$ cat config.mk
export PLATFORM = sky130hd
export DESIGN_NAME = program_fetch_unit
export DESIGN_NICKNAME = d
export VERILOG_FILES = /design/src/rtl/program_fetch_unit_pkg.sv /design/src/rtl/program_fetch_unit_fifo.sv /design/src/rtl/program_fetch_unit.sv
export SDC_FILE = /design/constraint.sdc
export NUM_CORES = 1
export LEC_CHECK = 0
export BUFFER_PORTS_ARGS = -buffer_cell sky130_fd_sc_hd__buf_2
export CELL_PAD_IN_SITES_DETAIL_PLACEMENT = 2
export CELL_PAD_IN_SITES_GLOBAL_PLACEMENT = 2
export CORE_MARGIN = 2
export CORE_UTILIZATION = 50
export CTS_CLUSTER_SIZE = 20
export DETAILED_ROUTE_END_ITERATION = 16
export HOLD_SLACK_MARGIN = 0.02
export PLACE_DENSITY = 0.91
export SYNTH_ARGS = -nofsm -noshare
export SYNTH_HDL_FRONTEND = slang
export SYNTH_HIERARCHICAL = 1
export SYNTH_SLANG_ARGS = --single-unit
$ cat constraint.sdc
create_clock -name clk -period 21.7 [get_ports clk]
set_input_delay 0 -clock clk [delete_from_list [all_inputs] [get_ports clk]]
set_output_delay 0 -clock clk [all_outputs]
set_load 0.01 [all_outputs]
$ cat src/rtl/program_fetch_unit_pkg.sv
// Shared definitions for the program fetch unit: NOP encoding, FSM states, default base
// address and the ROM image generator.
package program_fetch_unit_pkg;

  localparam logic [31:0] NOP_INSTR            = 32'h0000_0013;
  localparam logic [31:0] DEFAULT_BASE_ADDRESS = 32'h0040_0000;

  typedef enum logic {
    FETCH = 1'b0,
    FAULT = 1'b1
  } fetch_state_e;

  // ROM contents: a fixed, index-unique instruction word per location.
  function automatic logic [31:0] rom_word(input logic [31:0] idx);
    return 32'hC0DE_0000 + idx;
  endfunction

endpackage

$ cat src/rtl/program_fetch_unit_fifo.sv
// Prefetch FIFO: registered storage with push/pop/flush, occupancy level and head output.
// DEPTH must be a power of two so the pointers wrap naturally.
module program_fetch_unit_fifo #(
  parameter int unsigned      WIDTH       = 65,
  parameter int unsigned      DEPTH       = 4,
  parameter logic [WIDTH-1:0] RESET_VALUE = '0
) (
  input  logic                       clk,
  input  logic                       reset,
  input  logic                       flush_i,
  input  logic                       push_i,
  input  logic [WIDTH-1:0]           data_i,
  input  logic                       pop_i,
  output logic [$clog2(DEPTH+1)-1:0] level_o,
  output logic [WIDTH-1:0]           head_o
);

  localparam int unsigned PW = $clog2(DEPTH);
  localparam int unsigned LW = $clog2(DEPTH + 1);

  logic [WIDTH-1:0] mem_q [DEPTH];
  logic [PW-1:0]    wr_ptr_q, wr_ptr_d;
  logic [PW-1:0]    rd_ptr_q, rd_ptr_d;
  logic [LW-1:0]    level_q, level_d;

  always_comb begin
    wr_ptr_d = wr_ptr_q;
    rd_ptr_d = rd_ptr_q;
    level_d  = level_q;
    if (flush_i) begin
      wr_ptr_d = '0;
      rd_ptr_d = '0;
      level_d  = '0;
    end else begin
      if (push_i) wr_ptr_d = wr_ptr_q + PW'(1);
      if (pop_i)  rd_ptr_d = rd_ptr_q + PW'(1);
      level_d = level_q + LW'(push_i) - LW'(pop_i);
    end
  end

  always_ff @(posedge clk or posedge reset) begin
    if (reset) begin
      wr_ptr_q <= '0;
      rd_ptr_q <= '0;
      level_q  <= '0;
      for (int i = 0; i < int'(DEPTH); i++) mem_q[i] <= RESET_VALUE;
    end else begin
      wr_ptr_q <= wr_ptr_d;
      rd_ptr_q <= rd_ptr_d;
      level_q  <= level_d;
      if (push_i && !flush_i) mem_q[wr_ptr_q] <= data_i;
    end
  end

  assign level_o = level_q;
  assign head_o  = mem_q[rd_ptr_q];

endmodule

$ cat src/rtl/program_fetch_unit.sv
// Clocked instruction fetch: owns the fetch PC, range/alignment check and fetch FSM, and
// streams ROM words through a prefetch FIFO to decode with a valid/ready handshake.
module program_fetch_unit
  import program_fetch_unit_pkg::*;
#(
  parameter int unsigned           DATA_WIDTH   = 32,
  parameter int unsigned           MEMORY_DEPTH = 64,
  parameter logic [DATA_WIDTH-1:0] BASE_ADDRESS = DATA_WIDTH'(DEFAULT_BASE_ADDRESS),
  parameter int unsigned           FIFO_DEPTH   = 4
) (
  input  logic                            clk,
  input  logic                            reset,
  input  logic                            Redirect_i,
  input  logic [DATA_WIDTH-1:0]           Redirect_Address_i,
  input  logic                            Instr_Ready_i,
  output logic                            Instr_Valid_o,
  output logic [DATA_WIDTH-1:0]           Instruction_o,
  output logic [DATA_WIDTH-1:0]           Instr_PC_o,
  output logic                            Fetch_Fault_o,
  output logic [$clog2(FIFO_DEPTH+1)-1:0] Fifo_Level_o
);

  localparam int unsigned IW = (MEMORY_DEPTH > 1) ? $clog2(MEMORY_DEPTH) : 1;
  localparam int unsigned LW = $clog2(FIFO_DEPTH + 1);
  localparam int unsigned EW = 2 * DATA_WIDTH + 1;
  localparam logic [EW-1:0] EMPTY_ENTRY = {1'b0, {DATA_WIDTH{1'b0}}, DATA_WIDTH'(NOP_INSTR)};

  fetch_state_e          state_q, state_d;
  logic [DATA_WIDTH-1:0] fetch_pc_q, fetch_pc_d;
  logic [DATA_WIDTH-1:0] pc_offset;
  logic [IW-1:0]         rom_idx;
  logic                  fetch_fault;
  logic                  pop, push, can_issue;
  logic [EW-1:0]         push_data, head;
  logic [LW-1:0]         level;
  logic [DATA_WIDTH-1:0] rom [MEMORY_DEPTH];

  for (genvar g = 0; g < int'(MEMORY_DEPTH); g++) begin : g_rom
    assign rom[g] = DATA_WIDTH'(rom_word(32'(g)));
  end

  // Address check, issue decision and next fetch PC / state.
  always_comb begin
    state_d     = state_q;
    fetch_pc_d  = fetch_pc_q;
    pc_offset   = fetch_pc_q - BASE_ADDRESS;
    rom_idx     = pc_offset[IW+1:2];
    fetch_fault = (fetch_pc_q[1:0] != 2'b00) || (fetch_pc_q < BASE_ADDRESS) ||
                  ((pc_offset >> 2) >= DATA_WIDTH'(MEMORY_DEPTH));
    pop         = Instr_Valid_o && Instr_Ready_i;
    can_issue   = (state_q == FETCH) && ((level < LW'(FIFO_DEPTH)) || pop);
    push        = can_issue && !Redirect_i;
    push_data   = fetch_fault ? {1'b1, fetch_pc_q, DATA_WIDTH'(NOP_INSTR)}
                              : {1'b0, fetch_pc_q, rom[rom_idx]};
    if (Redirect_i) begin
      state_d    = FETCH;
      fetch_pc_d = Redirect_Address_i;
    end else if (push) begin
      if (fetch_fault) state_d = FAULT;
      else             fetch_pc_d = fetch_pc_q + DATA_WIDTH'(4);
    end
  end

  always_ff @(posedge clk or posedge reset) begin
    if (reset) begin
      state_q    <= FETCH;
      fetch_pc_q <= BASE_ADDRESS;
    end else begin
      state_q    <= state_d;
      fetch_pc_q <= fetch_pc_d;
    end
  end

  program_fetch_unit_fifo #(
    .WIDTH       (EW),
    .DEPTH       (FIFO_DEPTH),
    .RESET_VALUE (EMPTY_ENTRY)
  ) u_fifo (
    .clk     (clk),
    .reset   (reset),
    .flush_i (Redirect_i),
    .push_i  (push),
    .data_i  (push_data),
    .pop_i   (pop),
    .level_o (level),
    .head_o  (head)
  );

  assign Instr_Valid_o = (level != '0);
  assign Fifo_Level_o  = level;
  assign {Fetch_Fault_o, Instr_PC_o, Instruction_o} = head;

endmodule
==> results.md <==
- The all-layer global routing usage is between 30% and 40%.
- Based on the critical path, the design can be clocked at up to 0.269 GHz.
- The kind of critical path is register to register.
- The reg-to-reg endpoint is u_fifo/mem_q[246].
- The CTS tree is done.
- The floorplan step defined a die boundary enclosing between 20000 and 30000 um2.
- The logic depth of the worst register-to-register path is 6.
- In this run the biggest area consumer among cell types represents between 50 and 60% of the synthesized area.
- For this configuration, the core starts out at a cell density of approximately 50%.
- The number of max-capacitance violations reported is 0.
- After routing, the total negative slack on setup checks comes to 0 ns.
- The fraction of final layout cells sized beyond drive strength 1 is a little over half.
- The count of hold buffers inserted by post-cts repair is 34.
- The power density over cell area is roughly 120 nW/um2.
- For this design, the slowest cell found on the critical path is sky130_fd_sc_hd__nor2_1.
- Counting flops with an async set or reset pin after synthesis yields a share of 100%.
- The share of power burned in combinational logic is between 20% and 30%.
- Of all nets on the critical path, the largest fanout is 35.
- After clock tree synthesis, the setup repair step added 0 buffers.
- Entering global routing, the biggest net connects 104 pins.
- Yosys printed 6 warnings.
- In this run, the number of DRC markers left after iteration 0 of detailed routing was 485.
- The final number of max-transition violations is 0.
- Clock tree synthesis inserted a total of 34 buffers.
- The cell taking the most area after synthesis is sky130_fd_sc_hd__dfrtp_1.
- In this run, synthesis inferred 0 flip-flops with an integrated enable.
- Following the worst setup path forward leads to its endpoint at u_fifo/mem_q[246].
- By instance count, the cell type seen most on the critical path is sky130_fd_sc_hd__nand2b_1.
- The post-synthesis to final-layout area growth is 16.1%.
- The floorplan has 61 rows.
- In this run the power spent charging and discharging nets is between 600 and 700 uW.
- The number of buffers on the longest clock path is 3.
- In this run, synthesis produced a sequential element count of 300.
- Detailed placement ended at an HPWL of approximately 24000 um.
- The library cell used most frequently in the layout, excluding fill and tap cells, is sky130_fd_sc_hd__dfrtp_1.
- Once detail routing completed, the nets flagged for antenna violations numbered 0.
- Setup violations remaining at the end of the flow were counted as 0.
- The worst-case register-to-register setup slack is 17.98 ns.
- Summed over all layers, the routed wires come to about 46000 um.
- The clock network latency to the later pin of the worst-skew pair is between 0.5 and 0.6 ns.
- The internal portion of total power is roughly 1400 uW.
- In the synthesized netlist the dominant register cell turns out to be sky130_fd_sc_hd__dfrtp_1.
- For the pin with the worst max-slew slack, the measured transition is 1.20 ns.
- The remaining global-route overflow is 0.
- The via count of the first global-routing pass came to 9604.
- The data required time at the worst endpoint is ~22 ns.
- The via count of the routed design is around 8000.
- The fraction of power spent switching nets is 31.6%.
- The endpoint arrival time on the critical path is 4.11 ns.
- The number of instances in the synthesized netlist is 796.
- Final hold analysis gives a worst-case slack of 0.156 ns.
- For this design, the sink count on the clock tree is 300.
- STA classifies the critical path endpoint as a register.
- The synthesized area is roughly 14000 um2.
- The total leakage power is 0.00820 uW.
- The master cell of the clock root buffer is sky130_fd_sc_hd__clkbuf_16.
- The final clock period utilization by the worst path is 17.2%.
- In the layout the commonest cells are 285 x sky130_fd_sc_hd__dfrtp_1, 174 x sky130_fd_sc_hd__mux2_4, 105 x sky130_fd_sc_hd__mux2_2.
- The total DRC errors in the routed layout is 0.
- The share of total power dissipated in sequential elements is between 40% and 50%.
- The launch point of the worst reg-to-reg path is u_fifo/level_o[2].
- The average wire length per cell after detail routing is about 33 um.
- The number of endpoints with negative hold slack in the final report was 0.
- The run finished with clean final reports.
- Clock-pin slew was measured on the worst setup and hold paths at 0.07 ns.
- STA classifies the critical path startpoint as a register.
- By area the synthesized netlist is led by sky130_fd_sc_hd__dfrtp_1 51%, sky130_fd_sc_hd__mux2_4 18%, sky130_fd_sc_hd__mux4_2 10%.
- The proportion of power drawn by the clock network is between 30% and 40%.
- The overall die height is 172 um.
- During I/O placement, the number of pins put on the boundary was 105.
- The largest vdd supply drop is 0.0000660 V.
- The number of optimization iterations in the first detailed-route pass is 5.
- The total of cells resized after clock tree synthesis is 0.
- The largest clock skew in the final design is 0.0219 ns.
- The worst pin sits at a relative slew slack of 19.9%.
- For this run, the post-layout net count is 1047.
- The H-tree depth is 2.
- The wire length of the first global-routing pass is 68700 um.
- The type of the most critical hold path is input pin to async pin.
- The number of input and output port buffers inserted is 104.
- The die is 172 um wide.
- The routed design could run at a clock period as short as 3.72 ns.
- The sequential-to-total area share from yosys stat is around 53%.
- A synthesized cell averages 17.8 um2.
- The count of distinct cell types in the synthesized netlist is 40.
- The global placement routability congestion is 0.703.
- The beginning of the critical path is u_fifo/level_o[2].
- Setup repair after global routing left no endpoint under its margin.
- The initial antenna violation count is 2.
- The longest individual stage delay on the worst path is 0.86 ns.
- Traced cell by cell, the critical path runs through nand2b_1 -> nand2b_1 -> nor2_1 -> nand3b_4 -> buf_4 -> mux2_2.
- The via-per-instance ratio is approximately 5.7.
- The core region is 27900 um2.
-- logic make-up after synthesis --
group,Yosys count,share of synthesized area (%)
xor+xnor,8,0.592
buf+inv,61,4.17
other cells,1,0.0265
flops,300,53.2
fa+ha+maj,9,0.849
compound gates,10,0.389
simple gates,55,3.02
mux,352,37.8
-- through the flow --
stage | utilization [%] | power (uW) | cells | setup WS, ns | area [um2]
floorplan | - | 1140 | 867 | 14.37 | 14400
global placement | 53.7 | 1280 | 1310 | 18.50 | 15000
detailed placement | 53.7 | 1340 | 1310 | 18.26 | 15000
CTS | 59.0 | 1990 | 1404 | 18.09 | 16400
global route | 59.0 | 2060 | 1404 | 17.90 | 16400
finish | 59.0 | 1990 | 1405 | 17.98 | 16400
-- power by group through the flow --
stage / combinational [uW] / clock [uW] / sequential [uW]
after floorplan: 394 / 0 / 749
after global placement: 489 / 0 / 792
after detailed placement: 522 / 0 / 815
after CTS: 554 / 608 / 826
after global routing: 584 / 631 / 842
final: 555 / 600 / 832
-- worst max-delay path, delay by kind of cell, from the launching register on --
kind / cells / cell delay (ns)
AND/OR/NAND/NOR: 4 / 2.03
buffers and inverters: 1 / 0.62
flip-flops: 1 / 0.44
multiplexers: 1 / 0.42
-- cell type report --
type / count / area [um2]
fillers: 2284 / 11400
flip-flops and latches: 300 / 7530
multi-input cells: 506 / 6300
clock buffers: 51 / 1040
repair buffers: 149 / 943
well taps: 378 / 473
clock inverters: 9 / 95.1
inverters: 11 / 48.8
diodes: 1 / 2.50
-- worst min-delay path by stage --
stage,from,endpoint,slack [ns]
after floorplan,reset,fetch_pc_q[0],0.13
after global placement,reset,u_fifo/mem_q[113],0.18
after detailed placement,reset,u_fifo/mem_q[48],0.19
after CTS,Redirect_i,u_fifo/wr_ptr_q[0],0.16
after global routing,Redirect_i,u_fifo/level_o[2],0.19
final,reset,u_fifo/mem_q[45],0.16
-- state kept, by name, summed over array words and instances (netlist names) --
name,cells
u_fifo/mem_q,260
state_q,1
u_fifo/wr_ptr_q,2
fetch_pc_q,32
u_fifo/rd_ptr_q,2
u_fifo/level_o,3
-- synth_stat cells (3+ instances only) --
cell type	number
sky130_fd_sc_hd__dfrtp_1	287
sky130_fd_sc_hd__mux2_4	174
sky130_fd_sc_hd__mux2_2	105
sky130_fd_sc_hd__mux4_2	65
sky130_fd_sc_hd__buf_12	15
sky130_fd_sc_hd__buf_2	13
sky130_fd_sc_hd__dfstp_2	13
sky130_fd_sc_hd__nand2_1	12
sky130_fd_sc_hd__nor2_1	11
sky130_fd_sc_hd__buf_6	10
sky130_fd_sc_hd__inv_1	10
sky130_fd_sc_hd__ha_1	8
sky130_fd_sc_hd__buf_4	7
sky130_fd_sc_hd__xnor2_1	7
sky130_fd_sc_hd__mux2_1	6
sky130_fd_sc_hd__o21ai_1	6
sky130_fd_sc_hd__nor4_1	5
sky130_fd_sc_hd__and2_1	4
sky130_fd_sc_hd__nand3b_4	4
sky130_fd_sc_hd__a21oi_1	3
sky130_fd_sc_hd__clkbuf_1	3
sky130_fd_sc_hd__nor4_4	3
-- metal layers --
| layer | vias up | wire [um] | GRT usage, % |
|---|---|---|---|
| met1 | 4413 | 18100 | 39.9 |
| met2 | 258 | 24400 | 58.3 |
| li1 | 3259 | - | - |
| met5 | - | 13 | 0 |
| met3 | 103 | 1790 | 5.36 |
| met4 | 2 | 1790 | 12.5 |
Power figures use the tool's default switching activity.
